==> config.mk <==
export PLATFORM = sky130hd
export DESIGN_NAME = tooth_period_capture
export DESIGN_NICKNAME = d
export VERILOG_FILES = /design/src/rtl/hwag_pkg.sv /design/src/rtl/tooth_period_capture_cap_filter.sv /design/src/rtl/tooth_period_capture.sv
export SDC_FILE = /design/constraint.sdc
export NUM_CORES = 1
export LEC_CHECK = 0
export ABC_AREA = 0
export CAP_MARGIN = 40
export CORE_MARGIN = 4
export CORE_UTILIZATION = 30
export CTS_BUF_LIST = sky130_fd_sc_hd__clkbuf_4 sky130_fd_sc_hd__clkbuf_8
export DETAILED_ROUTE_END_ITERATION = 8
export PLACE_DENSITY = 0.48
export SLEW_MARGIN = 30
export SYNTH_ARGS = -nofsm -noshare
export SYNTH_HDL_FRONTEND = slang
export SYNTH_SLANG_ARGS = --single-unit
export TNS_END_PERCENT = 10
==> constraint.sdc <==
create_clock -name clk -period 3.2 [get_ports clk]
set_input_delay 0.64 -clock clk [delete_from_list [all_inputs] [get_ports clk]]
set_output_delay 0.64 -clock clk [all_outputs]
set_load 0.01 [all_outputs]
==> src/rtl/hwag_pkg.sv <==
// Shared definitions for the tooth-period capture block.
package hwag_pkg;

    localparam int unsigned DEF_WIDTH  = 24;
    localparam int unsigned DEF_FILTER = 3;

    typedef enum logic [1:0] {
        ST_IDLE        = 2'd0,
        ST_WAIT_FIRST  = 2'd1,
        ST_MEASURE_ONE = 2'd2,
        ST_RUN         = 2'd3
    } tpc_state_t;

endpackage

==> src/rtl/tooth_period_capture_cap_filter.sv <==
// Two-flop synchronizer followed by a level filter: the output level only
// follows the synchronized input after FILTER consecutive agreeing samples.
module cap_filter
    import hwag_pkg::*;
#(
    parameter int unsigned FILTER = DEF_FILTER
) (
    input  logic clk,
    input  logic rst,
    input  logic in,
    output logic level
);

    localparam int unsigned CW = $clog2(FILTER + 1);

    logic          sync1;
    logic          sync2;
    logic [CW-1:0] cnt;

    // Bring the asynchronous sensor input into the clk domain.
    always_ff @(posedge clk or posedge rst) begin
        if (rst) begin
            sync1 <= 1'b0;
            sync2 <= 1'b0;
        end else begin
            sync1 <= in;
            sync2 <= sync1;
        end
    end

    // Count consecutive samples that disagree with the accepted level; any
    // agreeing sample restarts the count, so only a steady new level gets through.
    always_ff @(posedge clk or posedge rst) begin
        if (rst) begin
            cnt   <= '0;
            level <= 1'b0;
        end else if (sync2 != level) begin
            if (cnt == CW'(FILTER - 1)) begin
                level <= sync2;
                cnt   <= '0;
            end else begin
                cnt <= cnt + 1'b1;
            end
        end else begin
            cnt <= '0;
        end
    end

endmodule

==> src/rtl/tooth_period_capture.sv <==
// Measures the period between accepted active edges of a tooth sensor and
// presents the latest two periods as a pair for a downstream comparator.
module tooth_period_capture
    import hwag_pkg::*;
#(
    parameter int unsigned WIDTH  = DEF_WIDTH,
    parameter int unsigned FILTER = DEF_FILTER
) (
    input  logic             clk,
    input  logic             rst,
    input  logic             enable,
    input  logic             cap_in,
    input  logic             edge_sel,
    output logic [WIDTH-1:0] period_cur,
    output logic [WIDTH-1:0] period_prev,
    output logic             period_valid,
    output logic             edge_pulse,
    output logic             stall,
    output logic [1:0]       state
);

    tpc_state_t       state_q;
    tpc_state_t       state_n;
    logic             level;
    logic             level_q;
    logic [WIDTH-1:0] timer;
    logic             sat;
    logic             cap_first;
    logic             cap_shift;
    logic             set_stall;

    cap_filter #(.FILTER(FILTER)) u_filter (
        .clk   (clk),
        .rst   (rst),
        .in    (cap_in),
        .level (level)
    );

    // Previous filtered level; runs regardless of FSM state so the first
    // edge seen after enable is a genuine transition.
    always_ff @(posedge clk or posedge rst) begin
        if (rst) level_q <= 1'b0;
        else     level_q <= level;
    end

    // Edge strobe derived only from level transitions, so flipping edge_sel
    // on a steady level cannot create a pulse.
    always_comb begin
        edge_pulse = edge_sel ? (level_q & ~level) : (~level_q & level);
    end

    assign sat   = (timer == '1);
    assign state = state_q;

    // FSM state register.
    always_ff @(posedge clk or posedge rst) begin
        if (rst) state_q <= ST_IDLE;
        else     state_q <= state_n;
    end

    // Next-state and capture decisions; an edge takes priority over saturation.
    always_comb begin
        state_n   = state_q;
        cap_first = 1'b0;
        cap_shift = 1'b0;
        set_stall = 1'b0;
        if (!enable) begin
            state_n = ST_IDLE;
        end else begin
            unique case (state_q)
                ST_IDLE: state_n = ST_WAIT_FIRST;
                ST_WAIT_FIRST: begin
                    if (edge_pulse) state_n = ST_MEASURE_ONE;
                end
                ST_MEASURE_ONE: begin
                    if (edge_pulse) begin
                        cap_first = 1'b1;
                        state_n   = ST_RUN;
                    end else if (sat) begin
                        set_stall = 1'b1;
                        state_n   = ST_WAIT_FIRST;
                    end
                end
                ST_RUN: begin
                    if (edge_pulse) begin
                        cap_shift = 1'b1;
                    end else if (sat) begin
                        set_stall = 1'b1;
                        state_n   = ST_WAIT_FIRST;
                    end
                end
                default: state_n = ST_IDLE;
            endcase
        end
    end

    // Period timer: zero in IDLE, parked until the first edge, restarts at 1
    // on every edge and saturates instead of wrapping.
    always_ff @(posedge clk or posedge rst) begin
        if (rst) begin
            timer <= '0;
        end else if (!enable || state_q == ST_IDLE) begin
            timer <= '0;
        end else if (edge_pulse) begin
            timer <= WIDTH'(1);
        end else if (state_q != ST_WAIT_FIRST && !sat) begin
            timer <= timer + 1'b1;
        end
    end

    // Period registers, pair-valid strobe and sticky stall flag.
    always_ff @(posedge clk or posedge rst) begin
        if (rst) begin
            period_cur   <= '0;
            period_prev  <= '0;
            period_valid <= 1'b0;
            stall        <= 1'b0;
        end else if (!enable) begin
            period_cur   <= '0;
            period_prev  <= '0;
            period_valid <= 1'b0;
            stall        <= 1'b0;
        end else begin
            period_valid <= cap_shift;
            if (cap_first) begin
                period_cur <= timer;
            end
            if (cap_shift) begin
                period_prev <= period_cur;
                period_cur  <= timer;
            end
            if (set_stall) begin
                stall <= 1'b1;
            end else if (edge_pulse) begin
                stall <= 1'b0;
            end
        end
    end

endmodule

==> flow_summary.json, run 1 <==
{
  "whs_path_depth": 0,
  "initial_core_util": 0.313,
  "io_pins": 58,
  "setup_slack_ps": 638,
  "die_x_um": 115,
  "drt_iter0_drc": 128,
  "p_clk_frac": 0.367,
  "syn_inst": 287,
  "critPathMaxFanout": 2,
  "grt-ovfl-total": 0,
  "grt_max_degree": 41,
  "core_um2": 11100,
  "power.total_mw": 2.15,
  "ys_warn_count": 0,
  "final_area_um2": 4390,
  "grt_pass1_vias": 2442,
  "final_core_util": 0.396,
  "dp_hpwl_mm": 5.60,
  "cts_buffers": 9,
  "nFillCells": 1106,
  "seq_area_frac_synth": 0.592,
  "r2r_start": "timer[0]",
  "core.rowCount": 38,
  "dieHeight_um": 115,
  "htree_levels": 3,
  "clockBufferDepth": 2,
  "end_kind": "output port",
  "drt_pass1_iterations": 4,
  "critPathKind": "input port to output port",
  "fin_crit_sh": 0.801,
  "cts_tree": "built",
  "seqPwrFrac": 0.517,
  "holdCritPathClass": "flip-flop to flip-flop",
  "yosys.cell_types.count": 40,
  "max_slew_margin": 0.554,
  "rr_endpoint": "timer[12]",
  "final_cells": 489,
  "period_needed_ps": 2560,
  "max-vdd-ir-drop_v": 0.000211,
  "worst_pin_slew_ps": 668,
  "wl_mm": 7.85,
  "crit_required_ps": 2560,
  "r2r_setup_slack_ps": 990,
  "clock_latency_ps": 350,
  "clk_pin_slew_worst_paths_ps": 90,
  "rsz0062_at_grt": "false",
  "drv_slew": 0,
  "cts_hold_buf": 0,
  "final_nets": 350,
  "die_area_um2": 13300,
  "outcome": "finished clean",
  "p_int_mw": 1.56,
  "area.growth.synth_to_final_pct": 26.6,
  "power.switching_mw": 0.590,
  "maxCapViolCount": 0,
  "synthesis.area_um2": 3470,
  "hold_start": "u_filter.sync1",
  "cts_root_buffer": "clkbuf_8",
  "antenna_found_initial": 0,
  "synth-seq-cells": 82,
  "cp.arrival_ps": 1920,
  "portBuffers": 57,
  "antenna_left": 0,
  "p_comb_frac": 0.115,
  "avgSynthCellArea_um2": 12.1,
  "power_leakage_nw": 1.81,
  "place_area_um2": 4180,
  "clkSinkCount": 82,
  "report.final.hold_viol_count": 0,
  "fin_skew_ps": 13.1,
  "dp.cells": 473,
  "cellPowerDensity_nw_per_um2": 490,
  "worstRegToRegCells": 6,
  "fin_hold_ws_ps": 360,
  "drc": 0,
  "routedWlPerCell_um": 16.0,
  "gp_congestion": 0.761,
  "max_freq_ghz": 0.390,
  "place_ws_ps": 637,
  "p_sw_frac": 0.274,
  "syn-num-nets": 293,
  "cts_resized": 0,
  "globalRouteTotalUtil": 0.129,
  "tns_ps": 0,
  "drive_above_1_share": 0.117,
  "critPathLaunchType": "input port",
  "via_count": 2466,
  "holdPathEnd": "u_filter.sync2",
  "postCtsSetupBuffers": 0,
  "setup_viol": 0,
  "grt_pass1_wl_mm": 13.6,
  "vias_per_cell": 5.04,
  "antenna_cells": 0
}
## cell type report
type / count / area [um^2] / area share
clock buffer: 10 / 138 / 0.0314
inverter: 5 / 20.0 / 0.00456
timing repair buffer: 66 / 638 / 0.145
sequential: 82 / 2050 / 0.468
clock inverter: 6 / 72.6 / 0.0165
multi-input combinational: 180 / 1290 / 0.295
tap: 140 / 175 / 0.0399
## power groups by stage
stage	clock, mW	sequential (mW)	combinational [mW]
2_1_floorplan	0	1.12	0.185
3_3_place_gp	0	1.13	0.252
3_5_place_dp	0	1.14	0.252
4_1_cts	0.810	1.11	0.253
5_1_grt	0.861	1.12	0.280
6_report	0.790	1.11	0.248
## worst max path at each step
stage                  start         end  slack, ps  cells after the start
floorplan                rst     level_q        450                      1
global placement    edge_sel  edge_pulse        650                      4
detailed placement  edge_sel  edge_pulse        640                      4
CTS                 edge_sel  edge_pulse        630                      4
global route        edge_sel  edge_pulse        550                      4
finish              edge_sel  edge_pulse        640                      4
## cell families (layout without fill, tap and decap cells)
logic type,after synthesis,after routing,synth area share
mux,3,3,0.00903
xor+xnor,13,13,0.0329
buf+inv,25,87,0.0368
simple gates,81,81,0.126
compound gates,82,82,0.200
fa+ha+maj,1,1,0.00361
flops,82,82,0.592
## critical path, stage by stage
cell,delay (ps)
clkdlybuf4s50_1,490
nand2_1,60
o22ai_1,160
clkdlybuf4s50_1,570
## flip-flops by register name, summed over array words and instances, names as in the netlist, 2 cells and up
name / count
state: 2
timer: 24
u_filter.cnt: 2
period_cur: 24
period_prev: 24
## cell usage after synthesis (all sizes together)
cell type,count,area (um^2)
dfrtp,82,2050
a22o,48,420
nor2,18,67.6
nand2,15,56.3
xnor2,13,114
a21oi,12,63.8
buf,10,70.1
clkbuf,10,38.8
nand3,9,45.0
nand4,7,50.1
a2111oi,6,90.1
nor3,6,30.0
or4,6,45.0
and4,5,46.3
inv,5,18.8
o31ai,5,37.5
a31oi,3,18.8
nor4,3,18.8
or2,3,18.8
a211oi,2,15.0
and2,2,12.5
and3,2,12.5
mux2i,2,20.0
nand2b,2,12.5
o21ai,2,10.0
a21bo,1,16.3
a21o,1,7.51
ha,1,12.5
mux2,1,11.3
nor2b,1,6.26
nor3b,1,7.51
o211ai,1,7.51
o22ai,1,6.26
or3,1,6.26
## metal layers
layer | global-route usage | share of wire | vias to the layer above
li1 | - | - | 1200
met1 | 0.192 | 0.51 | 1215
met3 | 0.0282 | 0.043 | 6
met4 | 0.0399 | 0.012 | 0
met2 | 0.186 | 0.44 | 45
met5 | 0 | 0 | -
## placed cells by master (no fill, tap or decap), types with 3 or more instances in the layout
| master | instances |
|---|---|
| nand4_1 | 6 |
| nand3_1 | 9 |
| or2_2 | 3 |
| dfrtp_1 | 82 |
| xnor2_1 | 13 |
| clkdlybuf4s50_1 | 57 |
| nand2_1 | 15 |
| nor3_1 | 6 |
| and4_1 | 4 |
| clkinvlp_4 | 3 |
| clkbuf_8 | 10 |
| o31ai_1 | 5 |
| nor4_1 | 3 |
| a21oi_1 | 11 |
| inv_1 | 4 |
| a2111oi_2 | 6 |
| buf_4 | 9 |
| nor2_1 | 18 |
| a22o_1 | 48 |
| or4_1 | 6 |
Note: power is estimated with default switching activity, not from simulation.
==> inputs of run 2 (changes only) <==
--- a/config.mk
+++ b/config.mk
@@ -11,7 +11,7 @@
 export CORE_UTILIZATION = 30
 export CTS_BUF_LIST = sky130_fd_sc_hd__clkbuf_4 sky130_fd_sc_hd__clkbuf_8
 export DETAILED_ROUTE_END_ITERATION = 8
-export PLACE_DENSITY = 0.48
+export PLACE_DENSITY = 0.5
 export SLEW_MARGIN = 30
 export SYNTH_ARGS = -nofsm -noshare
 export SYNTH_HDL_FRONTEND = slang
==> constraint.sdc (replaced) <==
create_clock -name clk -period 2.2 [get_ports clk]
set_input_delay 0.44 -clock clk [delete_from_list [all_inputs] [get_ports clk]]
set_output_delay 0.44 -clock clk [all_outputs]
set_load 0.01 [all_outputs]
==> run 2 against run 1 <==
Against the previous run:
- clock skew rose by 0.77 ps
- wire length decreased by 1.7%
- sequential share of layout area is 1.1 points lower
- first-iteration DRC count fell by 3.1%
- clock power up 27%
- core utilization rose by 0.97 points
- total power is 41% higher
- global-route usage fell by 0.59 points
- count of clock-buffer cells in the layout is the same
- die area is the same
- flip-flop and latch count did not move
- combinational power increased by 72%
- critical path type is now flip-flop to flip-flop
==> flow_summary.json, run 2 (synthesis gave the netlist of run 1 again) <==
{
  "outcome": "finished clean",
  "max_freq_ghz": 0.487,
  "power.switching_mw": 0.858,
  "wl_mm": 7.71,
  "r2r_start": "timer[0]",
  "multi_input_area_um2": 1290,
  "grt_pass1_wl_mm": 12.8,
  "critPathMaxFanout": 14,
  "nFillCells": 1096,
  "final_cells": 502,
  "grt-ovfl-total": 0,
  "htree_levels": 3,
  "io_pins": 58,
  "crit_start": "timer[0]",
  "drt_iter0_drc": 124,
  "top_regs": "period_cur: 24 flops, period_prev: 24 flops, timer: 24 flops",
  "cellPowerDensity_nw_per_um2": 673,
  "p_int_mw": 2.17,
  "die_area_um2": 13300,
  "critPathCapture": "timer[12]",
  "seqPwrFrac": 0.528,
  "cp.arrival_ps": 2340,
  "die_x_um": 115,
  "final_nets": 363,
  "area.growth.synth_to_final_pct": 29.7,
  "fin_skew_ps": 13.9,
  "drt_pass1_iterations": 4,
  "crit_required_ps": 2480,
  "grt_max_degree": 83,
  "vias_per_cell": 4.91,
  "grt_pass1_vias": 2434,
  "regArea_um2": 2050,
  "layout_commonest_cell": "dfrtp_1",
  "dp.cells": 486,
  "drc": 0,
  "clkSinkCount": 82,
  "drv_slew": 0,
  "hold_start": "u_filter.sync1",
  "rsz0062_at_grt": "false",
  "power.total_mw": 3.03,
  "report.final.hold_viol_count": 0,
  "clock_latency_ps": 360,
  "worstRegToRegCells": 6,
  "cts_buffers": 9,
  "max_slew_margin": 0.715,
  "max-vdd-ir-drop_v": 0.000241,
  "end_kind": "flip-flop",
  "tns_ps": 0,
  "routedWlPerCell_um": 15.4,
  "antenna_cells": 0,
  "p_clk_frac": 0.331,
  "core_um2": 11100,
  "portBuffers": 57,
  "cts_root_buffer": "clkbuf_8",
  "period_needed_ps": 2050,
  "cts_hold_buf": 0,
  "worst_pin_slew_ps": 428,
  "holdCritPathClass": "flip-flop to flip-flop",
  "p_sw_frac": 0.284,
  "r2r_setup_slack_ps": 150,
  "initial_core_util": 0.313,
  "critPathLaunchType": "flip-flop",
  "gp_congestion": 0.773,
  "drive_above_1_share": 0.149,
  "antenna_found_initial": 0,
  "rr_endpoint": "timer[12]",
  "fin_crit_sh": 0.934,
  "core.rowCount": 38,
  "setup_viol": 0,
  "maxCapViolCount": 0,
  "dp_hpwl_mm": 5.55,
  "critPathKind": "flip-flop to flip-flop",
  "cts_tree": "built",
  "power_leakage_nw": 1.88,
  "dieHeight_um": 115,
  "clockBufferDepth": 2,
  "clk_pin_slew_worst_paths_ps": 90,
  "via_count": 2463,
  "antenna_left": 0,
  "globalRouteTotalUtil": 0.123,
  "p_comb_frac": 0.141,
  "final_cell_mix": "82 x dfrtp_1, 56 x clkdlybuf4s50_1, 48 x a22o_1, 19 x buf_4, 18 x nor2_1"
}
[run 2: cell count changes in the layout (fill, tap and decap cells not counted), sizes merged]
cell	delta
dlygate4sd2	+1
buf	+13
bufinv	-1
clkinv	+1
clkdlybuf4s50	-1
[run 2: per-stage QoR]
step | hold slack, ps | setup slack, ps | area (um^2) | utilization
2_1_floorplan | 331 | 233 | 3470 | -
5_1_grt | 363 | 30.1 | 4500 | 0.406
6_report | 359 | 146 | 4500 | 0.406
4_1_cts | 362 | 144 | 4500 | 0.406
3_3_place_gp | 339 | -2.49 | 4320 | 0.390
3_5_place_dp | 342 | -10.0 | 4320 | 0.390
[run 2: layout make-up]
type	instances	area share
Sequential cell	82	0.456
Clock inverter	6	0.0111
Timing Repair Buffer	79	0.172
Multi-Input combinational cell	180	0.288
Inverter	5	0.00501
Clock buffer	10	0.0292
Tap cell	140	0.0390
[run 2: routing by layer]
metal  GRT usage  vias up  routed length [um]
li1            -     1222                   -
met5           0        -                   0
met1       0.176     1182                3750
met2       0.181       46                3490
met4      0.0469        0                 149
met3      0.0282       13                 319
[run 2: power groups by stage]
stage               clock, mW  combinational [mW]  sequential, mW
finish                   1.00               0.426            1.60
global route             1.11               0.475            1.61
CTS                      1.04               0.435            1.60
detailed placement          0               0.440            1.63
global placement            0               0.435            1.63
floorplan                   0               0.269            1.63
[run 2: worst min path at each step]
stage	to	slack, ps	depth (start not counted)
CTS	u_filter.sync2	360	0
floorplan	u_filter.sync2	330	0
global placement	u_filter.sync2	340	0
finish	u_filter.sync2	360	0
global route	u_filter.sync2	360	0
detailed placement	u_filter.sync2	340	0
[run 2: critical path, cell delays in order (launching register included)]
cell and delay (ps):
dfrtp_1 380, ha_1 250, and4_1 240, and4_4 220
a21bo_4 270, or4_1 470, a21oi_1 150
[run 2: repair_timing]
item / in CTS / in global routing
gates resized for setup: 1 / 0
setup endpoints to repair: 1 / 0
setup buffers: 0 / 0
